## config.mk

```make
export PLATFORM = sky130hd
export DESIGN_NAME = uart_tx_frame
export DESIGN_NICKNAME = d
export VERILOG_FILES = /design/src/rtl/uart_pkg.sv /design/src/rtl/baud_timer.sv /design/src/rtl/uart_tx_frame.sv
export SDC_FILE = /design/constraint.sdc
export NUM_CORES = 1
export LEC_CHECK = 0
export BUFFER_PORTS_ARGS = -buffer_cell sky130_fd_sc_hd__buf_4
export CORE_MARGIN = 2
export CORE_UTILIZATION = 52
export DETAILED_ROUTE_END_ITERATION = 12
export PLACE_DENSITY = 0.84
export SYNTH_ARGS = -nofsm -noshare
export SYNTH_HDL_FRONTEND = slang
export SYNTH_SLANG_ARGS = --single-unit
```

## constraint.sdc

```tcl
create_clock -name clk -period 1.7 [get_ports clk]
set_input_delay 0.17 -clock clk [delete_from_list [all_inputs] [get_ports clk]]
set_output_delay 0.17 -clock clk [all_outputs]
set_load 0.005 [all_outputs]
```

## src/rtl/uart_pkg.sv

```systemverilog
// Shared types and constants for the UART transmit path.
package uart_pkg;

   localparam int DATA_BITS  = 8;
   localparam int FRAME_BITS = 11;

   typedef enum logic [2:0] {
      IDLE,
      START,
      BITS,
      PAR,
      STOP,
      ACK
   } tx_state_t;

   function automatic int baud_div(input int clk_freq, input int baud);
      return clk_freq / baud;
   endfunction

endpackage

```

## src/rtl/baud_timer.sv

```systemverilog
// Bit-period timer: counts 0..BAUD_DIV-1 and pulses timerDone on the last count.
module baud_timer #(
   parameter int BAUD_DIV = 5208
) (
   input  logic clk,
   input  logic clrTimer,
   output logic timerDone
);

   localparam int CW = (BAUD_DIV > 1) ? $clog2(BAUD_DIV) : 1;

   logic [CW-1:0] count_q, count_d;

   assign timerDone = (count_q == CW'(BAUD_DIV - 1));

   // Wrapping on timerDone keeps every bit period exactly BAUD_DIV cycles.
   always_comb begin
      count_d = count_q + 1'b1;
      if (clrTimer || timerDone) begin
         count_d = '0;
      end
   end

   always_ff @(posedge clk) begin
      count_q <= count_d;
   end

endmodule

```

## src/rtl/uart_tx_frame.sv

```systemverilog
// UART transmit controller: one Send/Sent handshake per byte, 11-bit frame on Sout.
//
// state | meaning
// IDLE  | line high, waiting for Send
// START | start bit (low)
// BITS  | 8 data bits, LSB first
// PAR   | parity bit
// STOP  | stop bit (high)
// ACK   | Sent high until Send drops
module uart_tx_frame
   import uart_pkg::*;
#(
   parameter int CLK_FREQUENCY = 100_000_000,
   parameter int BAUD_RATE     = 19_200,
   parameter bit PARITY_ODD    = 1'b1
) (
   input  logic       clk,
   input  logic       Reset,
   input  logic       Send,
   input  logic [7:0] Din,
   output logic       Sent,
   output logic       Busy,
   output logic       Sout
);

   localparam int BAUD_DIV = baud_div(CLK_FREQUENCY, BAUD_RATE);

   tx_state_t  state_q, state_d;
   logic [7:0] shreg_q, shreg_d;
   logic [2:0] idx_q, idx_d;
   logic       par_q, par_d;
   logic       sout_q, sout_d;
   logic       sent_q, sent_d;
   logic       busy_q, busy_d;
   logic       clr_timer;
   logic       timer_done;

   assign clr_timer = Reset || (state_q == IDLE) || (state_q == ACK);

   baud_timer #(.BAUD_DIV(BAUD_DIV)) u_baud_timer (
      .clk       (clk),
      .clrTimer  (clr_timer),
      .timerDone (timer_done)
   );

   always_comb begin
      state_d = state_q;
      shreg_d = shreg_q;
      idx_d   = idx_q;
      par_d   = par_q;
      case (state_q)
         IDLE: begin
            if (Send) begin
               shreg_d = Din;
               par_d   = PARITY_ODD ? ~^Din : ^Din;
               state_d = START;
            end
         end
         START: begin
            if (timer_done) begin
               idx_d   = '0;
               state_d = BITS;
            end
         end
         BITS: begin
            if (timer_done) begin
               shreg_d = shreg_q >> 1;
               idx_d   = idx_q + 3'd1;
               if (idx_q == 3'(DATA_BITS - 1)) begin
                  state_d = PAR;
               end
            end
         end
         PAR:     if (timer_done) state_d = STOP;
         STOP:    if (timer_done) state_d = ACK;
         ACK:     if (!Send) state_d = IDLE;
         default: state_d = IDLE;
      endcase

      // Outputs decode the next state so the flops present them glitch-free.
      case (state_d)
         START:   sout_d = 1'b0;
         BITS:    sout_d = shreg_d[0];
         PAR:     sout_d = par_d;
         default: sout_d = 1'b1;
      endcase
      sent_d = (state_d == ACK);
      busy_d = (state_d inside {START, BITS, PAR, STOP});
   end

   always_ff @(posedge clk) begin
      if (Reset) begin
         state_q <= IDLE;
         shreg_q <= '0;
         idx_q   <= '0;
         par_q   <= 1'b0;
         sout_q  <= 1'b1;
         sent_q  <= 1'b0;
         busy_q  <= 1'b0;
      end else begin
         state_q <= state_d;
         shreg_q <= shreg_d;
         idx_q   <= idx_d;
         par_q   <= par_d;
         sout_q  <= sout_d;
         sent_q  <= sent_d;
         busy_q  <= busy_d;
      end
   end

   assign Sout = sout_q;
   assign Sent = sent_q;
   assign Busy = busy_q;

endmodule

```

==> flow_summary.ini <==
[sta]
relSlewSlack = 0.700
layout_worst_path_cycle_share = 1.15
rsz0062_at_grt = true
hold_slack_ps = 83.4
setup_slack_ps = -260
finalCriticalPeriod_ps = 1960
slew_viol_final = 0
skew_ps = 11.3
final_hold_viol_count = 0
setup_violations = 12
fmax_ghz = 0.510
tightestPinTransition_ps = 446

[cells_and_area]
finalNetCount = 223
register_area_um2 = 633
final_core_util = 0.717
final_area_mm2 = 0.00214
layout_commonest_cell = buf_4
fill_cells = 165
multi_input_area_mm2 = 0.00104
antenna_cells = 0
layout_common_cells = buf_4, nor2_1, dfxtp_1
areaGrowthSynthToFinish_pct = 34.4
drive_gt1_frac = 0.421

[floorplan]
rows = 20
die_y_um = 59.3
num_io_pins = 14
die_w_um = 59.3
core-area_mm2 = 0.00298
start_util = 0.534
die_area_mm2 = 0.00351

[clocking]
cts_num_sinks = 31
cts-root-buf = clkbuf_4
cts_tree = done
clk_path_buf_depth = 2
cts_hold_buf = 0
cts-buffers-inserted = 5
insertion_delay_ps = 360
path_clk_slew_ps = 110
cts_max_level = 2

[synthesis]
seq_area_frac_synth = 0.391
ys_types = 42
synth_top_family_by_area = simple AND/OR/NAND/NOR gates
synth_compound_area_frac = 0.146
synth_flop_cell = dfxtp_1
synth_fa_ha_area_frac = 0.0236
synth_edf_count = 0
synth-simple-area-share = 0.266
synth_xor_area_frac = 0.0992
synth_nets = 179
ys_warn_count = 0
async_reset_ff_frac = 0
synth_area_mm2 = 0.00159
avgSynthCellArea_um2 = 9.63
syn_inst = 165
muxShareOfSynthArea = 0.0189
ys_seq_elements = 31

[worst_setup_path]
r2r_end = Busy$_SDFF_PP0_
cp.required_ps = 1970
crit_type = reg2reg
ff2ff_path_depth = 6
crit_fanout = 5
r2r_start = u_baud_timer.count_q[0]$_SDFF_PP0_
regToRegSetupSlack_ps = -260
arrival_ps = 2230
cp-startpoint = u_baud_timer.count_q[0]$_SDFF_PP0_
critical_path.endpoint = Busy$_SDFF_PP0_
startpoint_type = flop
end_kind = flop

[grt]
grt_pass1_vias = 1413
antenna_found_initial = 0
grt_use_total = 0.250
grt_pass1_wl_um = 6490
grt_max_degree = 19
overflow = 0

[routing]
drt_wl_total_um = 5120
ant_nets = 0
post_drt_wl_per_cell_um = 21.2
drt-vias-per-instance = 6.31
drt_iter0_drc = 131
drc = 0
num_vias = 1528
dr.pass1.iters = 5

[placement]
place_ws_ps = -58.3
dp_hpwl_um = 2230
gp_congestion = 0.776
post_dp_cell_area_mm2 = 0.00179
portBuffers = 13

[pwr]
p_leak_nw = 0.860
vdd_drop_max_uv = 784
pwr_density_cell_mw_per_mm2 = 665

[status]
failed_checks = negative setup slack
status = complete, but fails checks

[job]
drv_cap = 0

[hold_path]
hp-class = in2reg
## where the power goes
part           switching (mW)  internal [mW]  total [mW]
Combinational           0.104         0.0917       0.196
Sequential             0.0124          0.748       0.760
Clock                   0.273          0.191       0.464
Total                   0.389           1.03        1.42
## sequential cells by signal, indices dropped and copies added, names as in the netlist
| register | cells |
|---|---|
| Sent | 1 |
| Busy | 1 |
| Sout | 1 |
| state_q | 3 |
| idx_q | 3 |
| shreg_q | 8 |
| par_q | 1 |
| u_baud_timer.count_q | 13 |
## cell families after synthesis
| group | count (synthesis) |
|---|---|
| compound gates | 27 |
| xor+xnor | 18 |
| fa+ha+maj | 3 |
| buf+inv | 14 |
| flops | 31 |
| mux | 3 |
| simple gates | 69 |
## Yosys cell counts (2+ instances only)
cell type  count  area [um2]
dfxtp_1       31         621
nor2_1        29         109
nand2_1       10        37.5
xor2_1        10        87.6
xnor2_1        8        70.1
inv_1          7        26.3
a21oi_1        6        30.0
a222oi_1       6        60.1
nand3_1        4        20.0
ha_1           3        37.5
mux2i_1        3        30.0
nand4_1        3        18.8
nand4bb_4      3        82.6
o21ai_0        3        15.0
or3_1          3        18.8
and2_1         2        12.5
and3_1         2        12.5
buf_6          2        22.5
clkbuf_1       2        7.51
clkbuf_8       2        27.5
nand2b_1       2        12.5
nor4_2         2        25.0
o41ai_2        2        32.5
or2_2          2        12.5
## through the flow
| stage | cells | total power, mW | TNS [ps] |
|---|---|---|---|
| finish | 242 | 1.42 | -810 |
| global route | 242 | 1.45 | -1370 |
| CTS | 232 | 1.36 | -27.3 |
| detailed placement | 218 | 0.930 | -119 |
| global placement | 218 | 0.923 | 0 |
| floorplan | 165 | 0.877 | 0 |
## repair_timing
action                                  CTS  global route
setup buffers                             6            10
hold endpoints to repair                  0             0
gates resized for setup                  27             9
endpoints found under the setup margin    9            17
pin swaps                                16            15
cloned                                    1             0
## per-layer routing
metal,global-route usage,up-vias,part of all wire
li1,-,671,-
met1,0.281,722,0.35
met2,0.429,96,0.51
met3,0.0568,39,0.067
met4,0.149,0,0.066
met5,0,-,0
## area by class of cell
cell class	count	share of cell area
clock buffer	6	0.0240
sequential	31	0.296
multi-input combinational	121	0.485
inverter	7	0.0123
clock inverter	1	0.00234
timing repair buffer	43	0.161
tap	33	0.0193
## critical path: stages (launching register included)
cell and delay (ps):
dfxtp_2 370, ha_4 150, nand4bb_4 180, nor4_4 410, mux2i_4 400, nand2_1 140
o21ai_1 230
## worst min path at each step
stage | slack (ps) | end | depth (start not counted) | start
3_5_place_dp | 440 | shreg_q[4]$_SDFFE_PP0P_ | 3 | Din[4]
4_1_cts | 90 | shreg_q[1]$_SDFFE_PP0P_ | 3 | Din[1]
3_3_place_gp | 420 | shreg_q[2]$_SDFFE_PP0P_ | 3 | Din[2]
2_1_floorplan | 320 | shreg_q[1]$_SDFFE_PP0P_ | 2 | Din[1]
5_1_grt | 110 | shreg_q[5]$_SDFFE_PP0P_ | 3 | Din[5]
6_report | 80 | shreg_q[5]$_SDFFE_PP0P_ | 3 | Din[5]
Note: power is estimated with default switching activity, not from simulation.
